`config.mk`:
```
export PLATFORM = sky130hd
export DESIGN_NAME = gate_pair_check_seq
export DESIGN_NICKNAME = d
export VERILOG_FILES = /design/src/rtl/gate_pair_check_seq.sv
export SDC_FILE = /design/constraint.sdc
export NUM_CORES = 1
export LEC_CHECK = 0
export BUFFER_PORTS_ARGS = -buffer_cell sky130_fd_sc_hd__buf_2
export CORE_MARGIN = 2
export CORE_UTILIZATION = 36
export CTS_BUF_LIST = sky130_fd_sc_hd__clkbuf_2
export DETAILED_ROUTE_END_ITERATION = 10
export PLACE_DENSITY = 0.62
export SLEW_MARGIN = 15
export SYNTH_ARGS = -nofsm -noshare
export SYNTH_HDL_FRONTEND = slang
export SYNTH_SLANG_ARGS = --single-unit
```
`constraint.sdc`:
```
create_clock -name clk -period 1.4 [get_ports clk]
set_input_delay 0.07 -clock clk [delete_from_list [all_inputs] [get_ports clk]]
set_output_delay 0.07 -clock clk [all_outputs]
set_load 0.02 [all_outputs]
```
`src/rtl/gate_pair_check_seq.sv`:
```
// gate_pair_check_seq
//   Stimulus and compare sequencer for two implementations of the same
//   2-input gate (continuous-assign and procedural). On start it steps the
//   shared input vector through every value, holds each one for HOLD_CYCLES
//   clocks, samples both gate outputs on the last edge of the hold window,
//   and records mismatches.
//
// Parameters
//   HOLD_CYCLES  cycles each vector is held before sampling (>= 1)
//   N_IN         width of the shared input vector (2^N_IN vectors per run)
//
// Ports
//   clk               rising-edge clock
//   rst_n             asynchronous active-low reset
//   start             run request, honoured only in IDLE
//   y_wire            output of the continuous-assign gate instance
//   y_reg             output of the procedural gate instance
//   stim              shared gate input vector (a = stim[1], b = stim[0])
//   busy              high while vectors are being driven
//   done              one-cycle pulse at end of run
//   pass              last completed run had zero mismatches
//   mismatch_cnt      mismatches in current/last run
//   first_fail_valid  at least one mismatch recorded this run
//   first_fail_vec    stim value of the first mismatch
`timescale 1ns/1ps

module gate_pair_check_seq #(
  parameter int HOLD_CYCLES = 10,
  parameter int N_IN        = 2
) (
  input  logic            clk,
  input  logic            rst_n,
  input  logic            start,
  input  logic            y_wire,
  input  logic            y_reg,
  output logic [N_IN-1:0] stim,
  output logic            busy,
  output logic            done,
  output logic            pass,
  output logic [N_IN:0]   mismatch_cnt,
  output logic            first_fail_valid,
  output logic [N_IN-1:0] first_fail_vec
);

  localparam int            CW        = (HOLD_CYCLES > 1) ? $clog2(HOLD_CYCLES) : 1;
  localparam int            MW        = N_IN + 1;
  localparam logic [CW-1:0] LAST_HOLD = CW'(HOLD_CYCLES - 1);

  typedef enum logic [1:0] {
    IDLE,
    DRIVE,
    DONE
  } state_t;

  state_t            state, state_n;
  logic [CW-1:0]     cnt, cnt_n;
  logic [N_IN-1:0]   stim_n;
  logic              busy_n, done_n, pass_n;
  logic [N_IN:0]     mcnt_n;
  logic              ffv_n;
  logic [N_IN-1:0]   ffvec_n;

  always_ff @(posedge clk or negedge rst_n) begin
    if (!rst_n) begin
      state            <= IDLE;
      cnt              <= '0;
      stim             <= '0;
      busy             <= 1'b0;
      done             <= 1'b0;
      pass             <= 1'b0;
      mismatch_cnt     <= '0;
      first_fail_valid <= 1'b0;
      first_fail_vec   <= '0;
    end else begin
      state            <= state_n;
      cnt              <= cnt_n;
      stim             <= stim_n;
      busy             <= busy_n;
      done             <= done_n;
      pass             <= pass_n;
      mismatch_cnt     <= mcnt_n;
      first_fail_valid <= ffv_n;
      first_fail_vec   <= ffvec_n;
    end
  end

  // Every output is a flop; this block computes the value each one takes on
  // the coming edge, so the FSM decisions and the registered outputs stay
  // cycle-aligned.
  always_comb begin
    state_n = state;
    cnt_n   = cnt;
    stim_n  = stim;
    busy_n  = busy;
    done_n  = 1'b0;
    pass_n  = pass;
    mcnt_n  = mismatch_cnt;
    ffv_n   = first_fail_valid;
    ffvec_n = first_fail_vec;

    unique case (state)
      IDLE: begin
        stim_n = '0;
        busy_n = 1'b0;
        if (start) begin
          state_n = DRIVE;
          busy_n  = 1'b1;
          cnt_n   = '0;
          mcnt_n  = '0;
          ffv_n   = 1'b0;
          ffvec_n = '0;
          pass_n  = 1'b0;
        end
      end

      DRIVE: begin
        busy_n = 1'b1;
        cnt_n  = cnt + CW'(1);
        if (cnt == LAST_HOLD) begin
          cnt_n = '0;
          if (y_wire != y_reg) begin
            mcnt_n = mismatch_cnt + MW'(1);
            if (!first_fail_valid) begin
              ffv_n   = 1'b1;
              ffvec_n = stim;
            end
          end
          if (stim == '1) begin
            // pass must include a mismatch counted on this final sample.
            state_n = DONE;
            busy_n  = 1'b0;
            done_n  = 1'b1;
            stim_n  = '0;
            pass_n  = (mcnt_n == '0);
          end else begin
            stim_n = stim + N_IN'(1);
          end
        end
      end

      DONE: begin
        state_n = IDLE;
        busy_n  = 1'b0;
        stim_n  = '0;
      end

      default: begin
        state_n = IDLE;
        busy_n  = 1'b0;
        stim_n  = '0;
      end
    endcase
  end

endmodule

```
==> impl_metrics.csv <==
group,metric,value,unit
finish,final_common_cell,"dfrtp_1",
critical_path,path_buf_inv,1,
floorplan,fp.coreArea,0.002233,mm²
finish,final_cells,136,
sta,holdWs,0.1922,ns
cts,cts.sinks,17,
power,p_per_area,1921,mW/mm²
global_routing,gr-usage-all-layers,0.1347,
sta,relSlewSlack,0.7424,
critical_path,cp_max_fo,4,
finish,n_fill_cell,228,
power,p_leak,0.0005294,µW
critical_path,reg2reg_depth,6,
global_routing,grt_pass1_vias,596,
sta,hold_viol,0,
critical_path,rr_startpoint,"cnt[1]",
routing,first_pass_iters,4,
placed_design,portBuffers,15,
yosys,async_flop_share,1.000,
power,ir_worst_vdd,0.0008465,V
routing,routed_wirelength,1684,µm
placed_design,gp_congestion,0.7436,
sta,post-route-period-util,0.9768,
sta,slew_viol_final,0,
placed_design,place_hpwl,1244,µm
sta,worst_pin_slew,0.3857,ns
floorplan,die_h,52.87,µm
finish,regArea,426.7,µm²
routing,wl_per_cell,12.38,µm
sta,clock_skew,0.002666,ns
yosys,synth_edf_count,0,
floorplan,num_rows,17,
cts,cts-buffers-inserted,3,
cts,tritoncts,"done",
sta,period_minus_slack,1.368,ns
run_status,outcome,"complete, no violations",
critical_path,cp_slowest_cell,"dfrtp_1",
yosys,ys_seq_elements,17,
global_routing,antenna_found_initial,0,
critical_path,r2r-end,"first_fail_vec[1]",
floorplan,initial_core_util,0.3849,
finish,synthToLayoutAreaGrowth,24.89,%
yosys,synth_area_leaders,"dfrtp_1, ha_1, o21ai_0, nand2_1, nor4_4",
critical_path,cp_top_family,"simple AND/OR/NAND/NOR gates",
yosys,seq_area_frac_synth,0.4949,
critical_path,slowest_delay,0.42,ns
critical_path,rrSetupSlack,0.03,ns
critical_path,cp_data_arrival_time,1.60,ns
sta,fmax,731.2,MHz
global_routing,grt_pass1_wl,2711,µm
yosys,synth.distinct_cells,28,
sta,setup_violations,0,
placed_design,dp_cells,128,
cts,cts_buffer_depth,2,
sta,rsz0062_at_grt,"yes",
floorplan,die_w,52.87,µm
hold_path,hold_class,"primary input to asynchronous set/reset pin",
yosys,synth_top_area_share,0.4949,
critical_path,cp_cell_sequence,"inv_2 > ha_4 > nand3b_4 > nor4_4 > nand3_1 > o21ai_1",
finish,layout-drive-gt1-share,0.3704,
cts,root_buffer,"clkbuf_2",
cts,clock_latency,0.30,ns
routing,drc,0,
critical_path,cp_data_required_time,1.64,ns
job,cap_violations,0,
yosys,yosysWarningCount,0,
finish,multi_input_area,440.4,µm²
critical_path,cp-start-kind,"flip-flop",
floorplan,die_area,0.002795,mm²
finish,final_cell_mix,"dfrtp_1, buf_2, nand2_1, o21ai_0, buf_4",
routing,final_antenna_net_count,0,
cts,clk_pin_slew,0.16,ns
finish,final_nets,118,
finish,n_antenna_cell,0,
critical_path,worstSetupPathType,"flip-flop to flip-flop",
routing,drtIter0Drc,8,
global_routing,grt_max_degree,18,
cts,htree_levels,1,
yosys,avgSynthCellArea,10.61,µm²
routing,routed_via_density,4.926,
yosys,synth_nets,90,
yosys,synth_area,859.6,µm²
yosys,syn-instance-count,81,
global_routing,grt_overflow,0,
routing,vias,670,
yosys,yosys.area.top_type,"dfrtp_1",
yosys,synth_top_flop_cell,"dfrtp_1",
floorplan,ios,16,
critical_path,end_kind,"flip-flop",
[per-stage QoR]
step           power (µW)  utilization  setup WS [ns]  instance area [µm²]  setup TNS, ns
2_1_floorplan        1436            -        0.03578                859.6              0
3_3_place_gp         1744       0.4476        0.03505                999.7              0
3_5_place_dp         1771       0.4476       0.008085                999.7              0
4_1_cts              2019       0.4667        0.01678                 1042              0
5_1_grt              2218       0.4807       -0.06507                 1074       -0.09667
6_report             2062       0.4807        0.03241                 1074              0
[cell usage after synthesis, drive strengths merged (2+ instances only)]
cell / instances
nand3: 3
nor3: 3
o21ai: 11
xor2: 2
a21o: 2
a21oi: 4
dfrtp: 17
inv: 3
nor2: 4
and3: 3
ha: 4
nand2: 13
xnor2: 2
[worst register-to-register path, cell delays in order (launching register included)]
cell and delay [ns]:
dfrtp_1 0.42, inv_2 0.07, ha_4 0.14, nand3b_4 0.12, nor4_4 0.37, nand3_1 0.11, o21ai_1 0.09
[per-layer routing]
layer  up-vias  wire, µm  part of all wire  global-route usage
met3         2        68             0.040             0.05085
met1       320       816              0.48              0.1750
met4         0        10            0.0059             0.03846
met2        10       788              0.47              0.2083
li1        338         -                 -                   -
met5         -         0                 0                   0
[repair_timing]
action / in CTS / in global routing
hold buffers: 2 / 0
endpoints found under the setup margin: 1 / 8
buffers inserted: 0 / 2
resized for setup: 1 / 7
pin swaps: 0 / 2
endpoints found under the hold margin: 19 / 0
[cell families (layout without fill, tap and decap cells)]
family / after synthesis / in the layout / share of synthesized area
compound gates: 21 / 21 / 0.1427
xor+xnor: 4 / 4 / 0.04950
fa+ha+maj: 4 / 4 / 0.05823
buf+inv: 3 / 30 / 0.01310
flops: 17 / 17 / 0.4949
simple gates: 32 / 32 / 0.2416
[flip-flops by register name, indices dropped and copies added (netlist names)]
signal            flops
mismatch_cnt          3
state                 2
pass                  1
cnt                   4
first_fail_vec        2
busy                  1
first_fail_valid      1
stim                  2
done                  1
[cell type report]
type	instances	area share
inverter	3	0.01049
tap	28	0.03263
multi-input combinational	61	0.4103
clock buffer	4	0.01865
sequential	17	0.3974
timing repair buffer	23	0.1305
[power by group]
part / internal [µW] / switching [µW]
sequential: 658 / 170
combinational: 463 / 544
clock: 75.7 / 152
[how the worst max path moves through the flow]
stage / start / end / slack [ns] / depth (start not counted)
global placement: cnt[1] / mismatch_cnt[2] / 0.04 / 6
floorplan: cnt[1] / mismatch_cnt[2] / 0.04 / 6
CTS: cnt[1] / mismatch_cnt[2] / 0.02 / 6
finish: cnt[1] / first_fail_vec[1] / 0.03 / 6
detailed placement: cnt[1] / mismatch_cnt[2] / 0.008 / 6
global route: cnt[1] / first_fail_vec[1] / -0.07 / 6
No activity file was read; power rests on OpenSTA's default activity.
